--- src/rtl/pgt_source_mux.sv ---
// pgt_source_mux: registered 2:1 selector driving the encoder pulse/tick
// line. Selects the counter path (cont) or the divider path (div) by sel,
// with every input synchronized first and an optional forced-low window
// on source changes so no partial pulse reaches pgt.
module pgt_source_mux #(
    parameter int unsigned SYNC_STAGES = 2,   // 0..3
    parameter bit          GLITCH_FREE = 1'b1,
    parameter int unsigned HOLD_CYCLES = 2    // 1..15
) (
    input  logic clk,
    input  logic rst_n,
    input  logic cont,
    input  logic div,
    input  logic sel,
    output logic pgt,
    output logic active_sel,
    output logic busy
);

    typedef enum logic [0:0] {
        ST_RUN  = 1'b0,
        ST_HOLD = 1'b1
    } state_t;

    logic cont_s;
    logic div_s;
    logic sel_s;

    // Synchronizer chain, one lane per input packed as {cont, div, sel}.
    generate
        if (SYNC_STAGES == 0) begin : g_nosync
            assign {cont_s, div_s, sel_s} = {cont, div, sel};
        end else if (SYNC_STAGES == 1) begin : g_sync1
            logic [2:0] sq;
            // Single sampling stage for all three inputs.
            always_ff @(posedge clk or negedge rst_n) begin
                if (!rst_n) begin
                    sq <= '0;
                end else begin
                    sq <= {cont, div, sel};
                end
            end
            assign {cont_s, div_s, sel_s} = sq;
        end else begin : g_syncn
            logic [3*SYNC_STAGES-1:0] sq;
            // Multi-stage shift: newest sample enters at the bottom,
            // oldest (fully synchronized) sample leaves at the top.
            always_ff @(posedge clk or negedge rst_n) begin
                if (!rst_n) begin
                    sq <= '0;
                end else begin
                    sq <= {sq[3*SYNC_STAGES-4:0], cont, div, sel};
                end
            end
            assign {cont_s, div_s, sel_s} = sq[3*SYNC_STAGES-1 -: 3];
        end
    endgenerate

    state_t     state_q, state_d;
    logic [3:0] cnt_q, cnt_d;
    logic       pgt_q, pgt_d;
    logic       act_q, act_d;

    // State, hold counter and output registers.
    always_ff @(posedge clk or negedge rst_n) begin
        if (!rst_n) begin
            state_q <= ST_RUN;
            cnt_q   <= '0;
            pgt_q   <= 1'b0;
            act_q   <= 1'b0;
        end else begin
            state_q <= state_d;
            cnt_q   <= cnt_d;
            pgt_q   <= pgt_d;
            act_q   <= act_d;
        end
    end

    // Next-state logic: steady-state selection, switchover hold and abort.
    always_comb begin
        state_d = state_q;
        cnt_d   = cnt_q;
        act_d   = act_q;
        pgt_d   = 1'b0;
        if (!GLITCH_FREE) begin
            state_d = ST_RUN;
            cnt_d   = '0;
            act_d   = sel_s;
            pgt_d   = sel_s ? div_s : cont_s;
        end else begin
            unique case (state_q)
                ST_RUN: begin
                    if (sel_s != act_q) begin
                        state_d = ST_HOLD;
                        cnt_d   = 4'(HOLD_CYCLES);
                    end else begin
                        pgt_d = act_q ? div_s : cont_s;
                    end
                end
                ST_HOLD: begin
                    // pgt stays low on every edge taken from the hold state;
                    // the selected source reappears one edge after exit.
                    if (sel_s == act_q) begin
                        state_d = ST_RUN;
                        cnt_d   = '0;
                    end else if (cnt_q <= 4'd1) begin
                        state_d = ST_RUN;
                        cnt_d   = '0;
                        act_d   = sel_s;
                    end else begin
                        cnt_d = cnt_q - 4'd1;
                    end
                end
                default: begin
                    state_d = ST_RUN;
                    cnt_d   = '0;
                end
            endcase
        end
    end

    assign pgt        = pgt_q;
    assign active_sel = act_q;
    assign busy       = (state_q == ST_HOLD);

endmodule

--- config.mk ---
export PLATFORM = sky130hd
export DESIGN_NAME = pgt_source_mux
export DESIGN_NICKNAME = d
export VERILOG_FILES = /design/src/rtl/pgt_source_mux.sv
export SDC_FILE = /design/constraint.sdc
export NUM_CORES = 1
export LEC_CHECK = 0
export ABC_AREA = 1
export BUFFER_PORTS_ARGS = -buffer_cell sky130_fd_sc_hd__buf_2
export CAP_MARGIN = 15
export CORE_AREA = 2 2 39 41
export CTS_CLUSTER_SIZE = 16
export DETAILED_ROUTE_END_ITERATION = 6
export DIE_AREA = 0 0 41 43
export GPL_TIMING_DRIVEN = 0
export PLACE_DENSITY = 0.7
export SLEW_MARGIN = 20
export SYNTH_ARGS = -nofsm -noshare
export SYNTH_HDL_FRONTEND = slang
export SYNTH_SLANG_ARGS = --single-unit
--- constraint.sdc ---
create_clock -name clk -period 3.3 [get_ports clk]
set_clock_uncertainty 0.2 [all_clocks]
set_input_delay 0.825 -clock clk [delete_from_list [all_inputs] [get_ports clk]]
set_output_delay 0.825 -clock clk [all_outputs]
set_load 0.02 [all_outputs]
==> impl_metrics.env <==
export IMPL_status="completed"
export IMPL_crit_arrival_ps=950
export IMPL_ir_drop_mv=0.423
export IMPL_dp_hpwl_um=560
export IMPL_tns_ps=0
export IMPL_hold_end="g_syncn.sq[4]"
export IMPL_layout_drive_gt1_share=0.229
export IMPL_cp_start_kind="flop"
export IMPL_tritoncts="done"
export IMPL_nFillCells=126
export IMPL_setup_ws_ps=1330
export IMPL_ioPinCount=8
export IMPL_grt_first_pass_wirelength_mm=1.30
export IMPL_max_freq_mhz=507
export IMPL_grt_pass1_vias=343
export IMPL_r2r_end="cnt_q[1]"
export IMPL_initial_utilization=0.392
export IMPL_drt_pass1_iterations=4
export IMPL_critPathTopFamily="flip-flops"
export IMPL_ff2ff_path_depth=7
export IMPL_synth_compound_area_frac=0.0185
export IMPL_ctsResizeCount=0
export IMPL_crit_fanout=6
export IMPL_fin_area_um2=624
export IMPL_synth_xor_area_frac=0.0162
export IMPL_grt_max_degree=14
export IMPL_final_nets=78
export IMPL_crit_slowest_cell="dfrtp_1"
export IMPL_port_buffers=7
export IMPL_rsz0062_at_grt="false"
export IMPL_final_cells=86
export IMPL_antenna_found_initial=0
export IMPL_drtIter0Drc=7
export IMPL_holdPathStages=0
export IMPL_avgViaCountPerCell=4.42
export IMPL_holdCritPathClass="reg2reg"
export IMPL_wirelength_um=721
export IMPL_slew_headroom=0.807
export IMPL_core_um2=1380
export IMPL_die_h_um=43
export IMPL_clock_latency_ps=260
export IMPL_reg2reg_slack_ps=1850
export IMPL_clk_pin_slew_ps=80
export IMPL_yosys_warnings=0
export IMPL_area_delta_synth_final_pct=15.2
export IMPL_synth_top_family_by_area="simple AND/OR/NAND/NOR gates"
export IMPL_place_ws_ps=1610
export IMPL_max_stage_delay_ps=470
export IMPL_die_width_um=41
export IMPL_cts_setup_buffers=0
export IMPL_synth_simple_area_share=0.263
export IMPL_cts_root_buffer="clkbuf_4"
export IMPL_cts_sinks=13
export IMPL_vias=380
export IMPL_syn_nets=66
export IMPL_overflow=0
export IMPL_dieArea_um2=1760
export IMPL_timing_final_crit_share=0.597
export IMPL_cellLeakagePower_nw=0.345
export IMPL_path_buf_inv=1
export IMPL_max_cap_viol_count=0
export IMPL_routedWlPerCell_um=8.38
export IMPL_rows=14
export IMPL_synth_area_um2=542
export IMPL_min_from="g_syncn.sq[1]"
export IMPL_gp_congestion=0.743
export IMPL_synth_fa_ha_area_frac=0.0462
export IMPL_finalSetupViolations=0
export IMPL_yosysSeqAreaShare=0.600
export IMPL_ant_nets=0
export IMPL_grt_use_total=0.115
export IMPL_power_density_nw_per_um2=847
export IMPL_synth_mux_area_frac=0
export IMPL_post_place_cells=82
export IMPL_crit_type="reg2out"
export IMPL_avgSynthCellArea_um2=9.18
export IMPL_synth_distinct_cells=12
export IMPL_ys_seq_elements=13
export IMPL_slew_viol_final=0
export IMPL_r2r_start="cnt_q[0]"
export IMPL_tightest_slew_ps=289
export IMPL_synth_cells=59
export IMPL_antenna_cells=0
export IMPL_worstPathRequired_ps=2270
export IMPL_ctsHoldBuffers=0
export IMPL_place_area_um2=597
export IMPL_cts_buffer_depth=2
export IMPL_htree_levels=1
export IMPL_power_uw=529
export IMPL_hold_viol=0
export IMPL_endpoint_kind="primary output"
export IMPL_path_cells="buf_2"
export IMPL_cts_buffers=3
export IMPL_drc=0
export IMPL_min_period_ps=1970
## report_power, final
group	internal (mW)	switching (mW)	total, mW
clock	0.0447	0.0493	0.0940
combinational	0.0759	0.128	0.203
sequential	0.197	0.0342	0.231
## worst max path at each step
stage,startpoint,end,cells past startpoint
after floorplan,busy,busy,0
after global placement,busy,busy,1
after detailed placement,busy,busy,1
after CTS,busy,busy,1
after global routing,busy,busy,1
final,busy,busy,1
## placed cells by master (no fill, tap or decap), drive strengths merged
cell type	instances
nand2	23
dfrtp	13
inv	8
buf	7
nor2	7
nand3	3
clkbuf	3
ha	2
a21oi	1
xor2	1
o21ai	1
clkinv	1
## final cells by class
class                   instances  area (um2)  area share
clock inverters                 1        5.00     0.00802
clock buffers                   3        22.5      0.0361
multi-input cells              38         186       0.299
inverters                       8        30.0      0.0481
well taps                      16        20.0      0.0321
flip-flops and latches         13         325       0.521
repair buffers                  7        35.0      0.0561
## Yosys cell counts
library cell	n	area, um2
nand2_1	23	86.3
dfrtp_1	13	325
inv_1	7	26.3
nand3_1	3	15.0
nor2_1	3	11.3
nor2_2	3	18.8
ha_1	2	25.0
a21oi_1	1	5.00
inv_2	1	3.75
nor2_4	1	11.3
o21ai_1	1	5.00
xor2_1	1	8.76
## layer usage
| metal | track usage | part of all wire | vias to the layer above |
|---|---|---|---|
| li1 | - | - | 199 |
| met3 | 0.0471 | 0.035 | 2 |
| met4 | 0.0800 | 0.021 | 0 |
| met5 | 0 | 0 | - |
| met1 | 0.149 | 0.49 | 172 |
| met2 | 0.150 | 0.46 | 7 |
## kinds of logic after synthesis
| family | after synthesis |
|---|---|
| DFF | 13 |
| xor gates and xnor gates | 1 |
| AOI/OAI and AO/OA | 2 |
| buffers and inverters | 8 |
| adders and majority gates | 2 |
| and+or+nand+nor | 33 |
## sequential cells by signal (all words and copies together) (netlist names)
name / cells
pgt: 1
busy: 1
cnt_q: 4
active_sel: 1
g_syncn.sq: 6
## stage by stage
step / utilization / hold slack, ps
after CTS: 0.451 / 161
final: 0.451 / 157
after global placement: 0.431 / 132
after floorplan: - / 131
after global routing: 0.451 / 169
after detailed placement: 0.431 / 142
No activity file was read; power rests on OpenSTA's default activity.
